File: config.mk
export PLATFORM = sky130hd
export DESIGN_NAME = pcie_msi_irq_ctrl
export DESIGN_NICKNAME = d
export VERILOG_FILES = /design/src/rtl/pcie_msi_pkg.sv /design/src/rtl/pcie_msi_irq_ctrl_rr_arbiter.sv /design/src/rtl/pcie_msi_irq_ctrl.sv
export SDC_FILE = /design/constraint.sdc
export NUM_CORES = 1
export LEC_CHECK = 0
export BUFFER_PORTS_ARGS = -buffer_cell sky130_fd_sc_hd__buf_2
export CORE_MARGIN = 4
export CORE_UTILIZATION = 30
export DETAILED_ROUTE_END_ITERATION = 16
export PLACE_DENSITY = 0.54
export SETUP_SLACK_MARGIN = 0.3
export SLEW_MARGIN = 20
export SYNTH_ARGS = -nofsm -noshare
export SYNTH_HDL_FRONTEND = slang
export SYNTH_SLANG_ARGS = --single-unit
export TNS_END_PERCENT = 20
File: constraint.sdc
create_clock -name clk -period 7.58 [get_ports clk]
set_input_delay 1.516 -clock clk [delete_from_list [all_inputs] [get_ports clk]]
set_output_delay 1.516 -clock clk [all_outputs]
set_load 0.05 [all_outputs]
File: src/rtl/pcie_msi_pkg.sv
// Shared definitions for the MSI interrupt controller: register offsets,
// controller states, AXI response code and vector folding.
package pcie_msi_pkg;

   localparam logic [3:0] ADDR_PENDING = 4'h0;
   localparam logic [3:0] ADDR_MASK    = 4'h4;
   localparam logic [3:0] ADDR_STATUS  = 4'h8;
   localparam logic [3:0] ADDR_TRIGGER = 4'hC;

   localparam logic [1:0] RESP_OKAY = 2'b00;

   typedef enum logic [1:0] {
      ST_IDLE,
      ST_REQ,
      ST_GAP
   } state_t;

   // Keep only the low min(width,5) bits of the source index.
   function automatic logic [4:0] fold_vector(input logic [4:0] k, input logic [2:0] width);
      logic [4:0] keep;
      keep = (width >= 3'd5) ? 5'h1f : 5'((6'd1 << width) - 6'd1);
      return k & keep;
   endfunction

endpackage

File: src/rtl/pcie_msi_irq_ctrl_rr_arbiter.sv
// Round-robin selector: finds the first requesting index after `last`,
// wrapping at N_SRC.
module rr_arbiter #(
   parameter int unsigned N_SRC = 8
) (
   input  logic [N_SRC-1:0] req,
   input  logic [4:0]       last,
   output logic             valid,
   output logic [4:0]       index
);

   logic [N_SRC-1:0] shifted;
   int unsigned      pos;

   // Walk offsets from farthest to nearest so the nearest hit wins.
   always_comb begin
      valid   = 1'b0;
      index   = '0;
      shifted = '0;
      pos     = 0;
      for (int unsigned off = N_SRC; off >= 1; off--) begin
         pos = 32'(last) + off;
         if (pos >= N_SRC) pos = pos - N_SRC;
         shifted = req >> pos;
         if (shifted[0]) begin
            valid = 1'b1;
            index = 5'(pos);
         end
      end
   end

endmodule

File: src/rtl/pcie_msi_irq_ctrl.sv
// MSI/INTx interrupt controller: edge-detected sources, AXI-Lite register
// file, and a round-robin request/grant handshake to the PCIe core.
module pcie_msi_irq_ctrl
   import pcie_msi_pkg::*;
#(
   parameter int unsigned N_SRC = 8
) (
   input  logic             clk,
   input  logic             rst,
   input  logic [N_SRC-1:0] irq_src,
   input  logic [3:0]       s_axi_awaddr,
   input  logic             s_axi_awvalid,
   output logic             s_axi_awready,
   input  logic [31:0]      s_axi_wdata,
   input  logic [3:0]       s_axi_wstrb,
   input  logic             s_axi_wvalid,
   output logic             s_axi_wready,
   output logic [1:0]       s_axi_bresp,
   output logic             s_axi_bvalid,
   input  logic             s_axi_bready,
   input  logic [3:0]       s_axi_araddr,
   input  logic             s_axi_arvalid,
   output logic             s_axi_arready,
   output logic [31:0]      s_axi_rdata,
   output logic [1:0]       s_axi_rresp,
   output logic             s_axi_rvalid,
   input  logic             s_axi_rready,
   output logic             intx_msi_request,
   output logic [4:0]       msi_vector_num,
   input  logic             intx_msi_grant,
   input  logic             msi_enable,
   input  logic [2:0]       msi_vector_width
);

   state_t           state, state_next;
   logic [N_SRC-1:0] irq_q, pending, mask;
   logic [N_SRC-1:0] edge_set, trig_set, w1c, grant_clr, regrant, one_hot_sel, wr_bits;
   logic             edge_en, rearm, busy, grant_fire;
   logic [4:0]       sel, last_granted, arb_index;
   logic             arb_valid;
   logic             wr_ready, wr_fire, rd_ready, rd_fire;
   logic [31:0]      lane_mask, wr_bits32, rd_word;
   logic             unused_bits;

   // Edge detection is held off for the first cycle after reset so a source
   // already high at release does not look like a new edge.
   always_ff @(posedge clk or posedge rst) begin
      if (rst) begin
         irq_q   <= '0;
         edge_en <= 1'b0;
      end else begin
         irq_q   <= irq_src;
         edge_en <= 1'b1;
      end
   end

   assign edge_set = edge_en ? (irq_src & ~irq_q) : '0;

   assign lane_mask   = {{8{s_axi_wstrb[3]}}, {8{s_axi_wstrb[2]}},
                         {8{s_axi_wstrb[1]}}, {8{s_axi_wstrb[0]}}};
   assign wr_bits32   = s_axi_wdata & lane_mask;
   assign wr_bits     = wr_bits32[N_SRC-1:0];
   assign unused_bits = ^wr_bits32;

   assign s_axi_awready = wr_ready;
   assign s_axi_wready  = wr_ready;
   assign s_axi_bresp   = RESP_OKAY;
   assign wr_fire       = wr_ready & s_axi_awvalid & s_axi_wvalid;

   always_ff @(posedge clk or posedge rst) begin
      if (rst) begin
         wr_ready     <= 1'b0;
         s_axi_bvalid <= 1'b0;
      end else begin
         wr_ready <= s_axi_awvalid & s_axi_wvalid & ~s_axi_bvalid & ~wr_ready;
         if (wr_fire)
            s_axi_bvalid <= 1'b1;
         else if (s_axi_bready)
            s_axi_bvalid <= 1'b0;
      end
   end

   assign w1c      = (wr_fire && s_axi_awaddr == ADDR_PENDING) ? wr_bits : '0;
   assign trig_set = (wr_fire && s_axi_awaddr == ADDR_TRIGGER) ? wr_bits : '0;

   always_comb begin
      one_hot_sel = '0;
      for (int unsigned i = 0; i < N_SRC; i++)
         one_hot_sel[i] = (sel == 5'(i));
   end

   assign grant_fire = (state == ST_REQ) && intx_msi_grant;
   assign grant_clr  = grant_fire ? one_hot_sel : '0;
   assign regrant    = (grant_fire && rearm) ? one_hot_sel : '0;

   // An edge on the in-flight source is remembered and replayed after the
   // grant clears its pending bit.
   always_ff @(posedge clk or posedge rst) begin
      if (rst)
         rearm <= 1'b0;
      else if (grant_fire)
         rearm <= 1'b0;
      else if (state == ST_REQ && (edge_set & one_hot_sel) != '0)
         rearm <= 1'b1;
   end

   always_ff @(posedge clk or posedge rst) begin
      if (rst) begin
         pending <= '0;
         mask    <= '0;
      end else begin
         pending <= (pending & ~grant_clr & ~w1c) | edge_set | trig_set | regrant;
         if (wr_fire && s_axi_awaddr == ADDR_MASK)
            mask <= (mask & ~lane_mask[N_SRC-1:0]) | wr_bits;
      end
   end

   rr_arbiter #(.N_SRC(N_SRC)) u_arb (
      .req   (pending & mask),
      .last  (last_granted),
      .valid (arb_valid),
      .index (arb_index)
   );

   always_ff @(posedge clk or posedge rst) begin
      if (rst)
         state <= ST_IDLE;
      else
         state <= state_next;
   end

   always_comb begin
      state_next = state;
      case (state)
         ST_IDLE: if (msi_enable && arb_valid) state_next = ST_REQ;
         ST_REQ:  if (intx_msi_grant) state_next = ST_GAP;
         ST_GAP:  state_next = ST_IDLE;
         default: state_next = ST_IDLE;
      endcase
   end

   always_comb begin
      intx_msi_request = (state == ST_REQ);
      busy             = (state != ST_IDLE);
   end

   always_ff @(posedge clk or posedge rst) begin
      if (rst) begin
         sel            <= '0;
         msi_vector_num <= '0;
         last_granted   <= 5'(N_SRC - 1);
      end else begin
         if (state == ST_IDLE && state_next == ST_REQ) begin
            sel            <= arb_index;
            msi_vector_num <= fold_vector(arb_index, msi_vector_width);
         end
         if (grant_fire)
            last_granted <= sel;
      end
   end

   always_comb begin
      case (s_axi_araddr)
         ADDR_PENDING: rd_word = 32'(pending);
         ADDR_MASK:    rd_word = 32'(mask);
         ADDR_STATUS:  rd_word = {27'b0, busy, msi_vector_width, msi_enable};
         default:      rd_word = '0;
      endcase
   end

   assign s_axi_arready = rd_ready;
   assign s_axi_rresp   = RESP_OKAY;
   assign rd_fire       = rd_ready & s_axi_arvalid;

   always_ff @(posedge clk or posedge rst) begin
      if (rst) begin
         rd_ready     <= 1'b0;
         s_axi_rvalid <= 1'b0;
         s_axi_rdata  <= '0;
      end else begin
         rd_ready <= s_axi_arvalid & ~s_axi_rvalid & ~rd_ready;
         if (rd_fire) begin
            s_axi_rvalid <= 1'b1;
            s_axi_rdata  <= rd_word;
         end else if (s_axi_rready) begin
            s_axi_rvalid <= 1'b0;
         end
      end
   end

endmodule

==> results by group <==
Synthesis
  • Most numerous cell in the Yosys netlist: nand2_1
  • Largest cells by area after synthesis: dfrtp_1 (29%), ha_1 (9.2%), nand2_1 (5.3%), buf_4 (4.8%), o21ai_0 (4.8%)
  • Mapped cell area: 4500 um^2
  • Gate count of the mapped netlist: between 500 and 600
  • Post-synth EDFFs: 0
  • Asr flop ratio synth: 100%
  • Largest area contributor in the netlist: dfrtp_1
  • Post-synth top area share: 28.9%
  • Top FF cell, synth: dfrtp_1
  • Syn. warnings: 0
  • #FFs+latches synth: 55
  • Yosys cell types: slightly above 70
  • Avg Cell Area, Syn: approximately 9 um^2
  • Most frequent cells after synthesis: nand2_1 (64), dfrtp_1 (52), o21ai_0 (43)
  • Sequential area share after synthesis: ~30%

STA
  • Final Max Tran Viols: 0
  • Least-Margin Pin Slew: around 0.90 ns
  • Peak Freq: 0.228 GHz
  • Part of the cycle the worst path needs: 57.8%
  • Hold slack: 0.450 ns
  • RSZ-0062 raised after global routing: no
  • Slew HR: 40.1%
  • Clock skew: roughly 0.0065 ns
  • Tmin final: 4.38 ns
  • Fin worst setup slack: roughly 3.2 ns
  • Endpoints failing setup: 0
  • Setup TNS: 0 ns
  • Final Hold Viols: 0

Clocking
  • CTS tree: built
  • Clk_lat worst skew: ~0.29 ns
  • CTS H-tree depth: 2
  • Hold Buf Count CTS: 0
  • Root buffer cell: clkbuf_16
  • Post-CTS Resized: 0
  • Worst-path clk slew: ~0.07 ns
  • CTS Buf Count: 5
  • Clock Sinks: 55
  • Postcts setup bufs: 0
  • Clock Path Buffers: 2

Critical path
  • Worst R2R Start: last_granted[2]
  • CP top delay family: compound AO/OA/AOI/OAI gates
  • CP Cell Sequence: inv_1 > ha_1 > a21oi_1 > xnor2_1 > ha_1 > ha_1 > nand3b_1 > a211oi_1 > a211oi_1 > a211oi_1 > nor2b_1 > a31o_4 > or3_1 > a21oi_1
  • R2R depth: 14
  • CP Capture Type: register
  • Highest cell delay on the worst timing path: 0.80 ns
  • Setup CP Type: reg2reg
  • Reg2reg setup slack: 3.20 ns
  • CP Max Fanout: 19
  • Startpoint types: register
  • Crit-path slowest cell: dfstp_2
  • RR Endpoint: msi_vector_num[2]
  • CP Data Required Time: between 7 and 8 ns
  • Worst EP arrival: 4.60 ns
  • Worst path bufs/invs: 1

Global routing
  • Vias in the first global route: between 3k and 4k
  • First-pass GRT wire length: approximately 19000 um
  • GRT overflow: 0
  • Total GRT Usage: between 10% and 20%
  • Initial antenna violation count: 0
  • Pin count of the biggest net entering global routing: 56

Die
  • Row cnt: 44
  • IO Pins: roughly 110
  • Core area: 14600 um^2
  • Die extent in x: roughly 130 um
  • Die ar.: approximately 17000 um^2
  • Die Ht: ~130 um
  • Starting Density: around 31%

Hold path
  • HP Start: s_axi_bvalid
  • Hold Crit Class: reg2reg
  • Hold Path Cell Cnt: 1
  • Worst hold path endpoint: s_axi_awready

Finish
  • Fin cells: ~740
  • Syn-to-layout area delta: 10.6%
  • Nets: approximately 650
  • Ant diodes: 0
  • Layout cells sized above 1: 15.5%

Pwr
  • Power share of the clock group: ~16%
  • Internal power: around 940 uW
  • Sequential Power Share: 25.8%
  • P per Cell Area: 361 nW/um^2
  • Max IR drop VDD: 161 uV
  • Leakage: about 2.2 nW
  • P_sw: 864 uW
  • Switching Share: 48.0%
  • Comb pwr share: between 50 and 60%

Route
  • Vias post-DR: between 3k and 4k
  • Drt pass-1 iters: 4
  • Routed len/inst: roughly 16 um
  • WL final: between 10000 and 15000 um
  • Final ANT Viol Nets: 0
  • DRC violations left: 0
  • Routed vias/inst: 5.14
  • Initial drt markers: roughly 190

Placement
  • HPWL after detailed placement: roughly 9200 um
  • Dpl cells: ~730
  • DP Worst Slack: about 3.2 ns
  • Gpl congestion: between 0.8 and 0.9
  • I/O Buffers: 55

Status
  • Status: completed

Flow run
  • Maxcap violations: 0
-- power by group through the flow --
stage,clock (mW),combinational (mW),sequential (mW)
2_1_floorplan,0,0.850,0.434
3_3_place_gp,0,1.00,0.469
3_5_place_dp,0,1.04,0.470
4_1_cts,0.301,1.05,0.465
5_1_grt,0.313,1.17,0.479
6_report,0.293,1.04,0.464
-- worst max-delay path by stage --
stage                         start                 to  slack (ns)  cells past startpoint
finish              last_granted[2]  msi_vector_num[2]        3.20                     14
global placement    last_granted[0]  msi_vector_num[0]        3.30                     14
CTS                 last_granted[0]             sel[2]        3.22                     15
global route        last_granted[2]  msi_vector_num[0]        2.77                     14
detailed placement  last_granted[2]  msi_vector_num[0]        3.24                     14
floorplan           last_granted[2]  msi_vector_num[2]        3.46                     16
-- cell type report --
class                           count  area (um^2)
Clock inverter                      2         60.1
Inverter                           28          105
Clock buffer                        6          129
Sequential cell                    55         1380
Multi-Input combinational cell    408         2790
Fill cell                        1540         9660
Tap cell                          184          230
Timing Repair Buffer               56          283
-- worst register-to-register path: cells and delay by family, from the launching register on --
kind | cells | cell delay [ns]
xor gates and xnor gates | 1 | 0.11
AOI/OAI and AO/OA | 6 | 1.77
DFF | 1 | 0.80
buffers and inverters | 1 | 0.24
and+or+nand+nor | 3 | 0.65
adders and majority gates | 3 | 0.74
-- per-layer routing --
| metal | wire length (um) | part of all wire, % | global-route usage [%] | up-vias |
|---|---|---|---|---|
| li1 | - | - | - | 1884 |
| met1 | 5520 | 47 | 18.8 | 1819 |
| met2 | 5680 | 49 | 23.7 | 88 |
| met3 | 373 | 3.2 | 1.75 | 8 |
| met4 | 117 | 1.0 | 3.81 | 0 |
| met5 | 0 | 0 | 0 | - |
-- cell usage in the layout, fill, tap and decap left out, drive strengths merged, types with 3 or more instances in the layout --
| master | count |
|---|---|
| nand2 | 64 |
| buf | 56 |
| dfrtp | 52 |
| o21ai | 44 |
| ha | 33 |
| conb | 29 |
| inv | 27 |
| nor2 | 24 |
| nand3 | 18 |
| a21oi | 15 |
| nand3b | 12 |
| mux2i | 12 |
| xnor2 | 11 |
| and2 | 10 |
| o221ai | 9 |
| nor2b | 8 |
| a22o | 8 |
| nand2b | 7 |
| nor3 | 7 |
| mux4 | 6 |
| o21a | 6 |
| a221oi | 6 |
| clkbuf | 6 |
| and3b | 5 |
| and3 | 5 |
| nor3b | 5 |
| o2111ai | 5 |
| a211oi | 4 |
| o31ai | 4 |
| nor4b | 4 |
| or3 | 3 |
| o22ai | 3 |
| dfstp | 3 |
| a31o | 3 |
-- cells by family (layout without fill, tap and decap cells) --
| logic type | Yosys count | after routing | share of synthesized area [%] |
|---|---|---|---|
| AOI/OAI and AO/OA | 135 | 135 | 21.3 |
| muxes | 18 | 18 | 5.67 |
| and+or+nand+nor | 180 | 180 | 20.9 |
| DFF | 55 | 55 | 30.7 |
| xor gates and xnor gates | 13 | 13 | 2.53 |
| buffers and inverters | 77 | 92 | 9.56 |
| other | 2 | 29 | 0.167 |
| adders and majority gates | 33 | 33 | 9.17 |
-- stage by stage --
stage               power (mW)  cell area (um^2)  utilization [%]
floorplan                 1.28              4600                -
CTS                       1.81              4980             34.0
global route              1.96              4980             34.0
global placement          1.47              4790             32.7
finish                    1.80              4980             34.0
detailed placement        1.51              4790             32.7
Note: power is estimated with default switching activity, not from simulation.
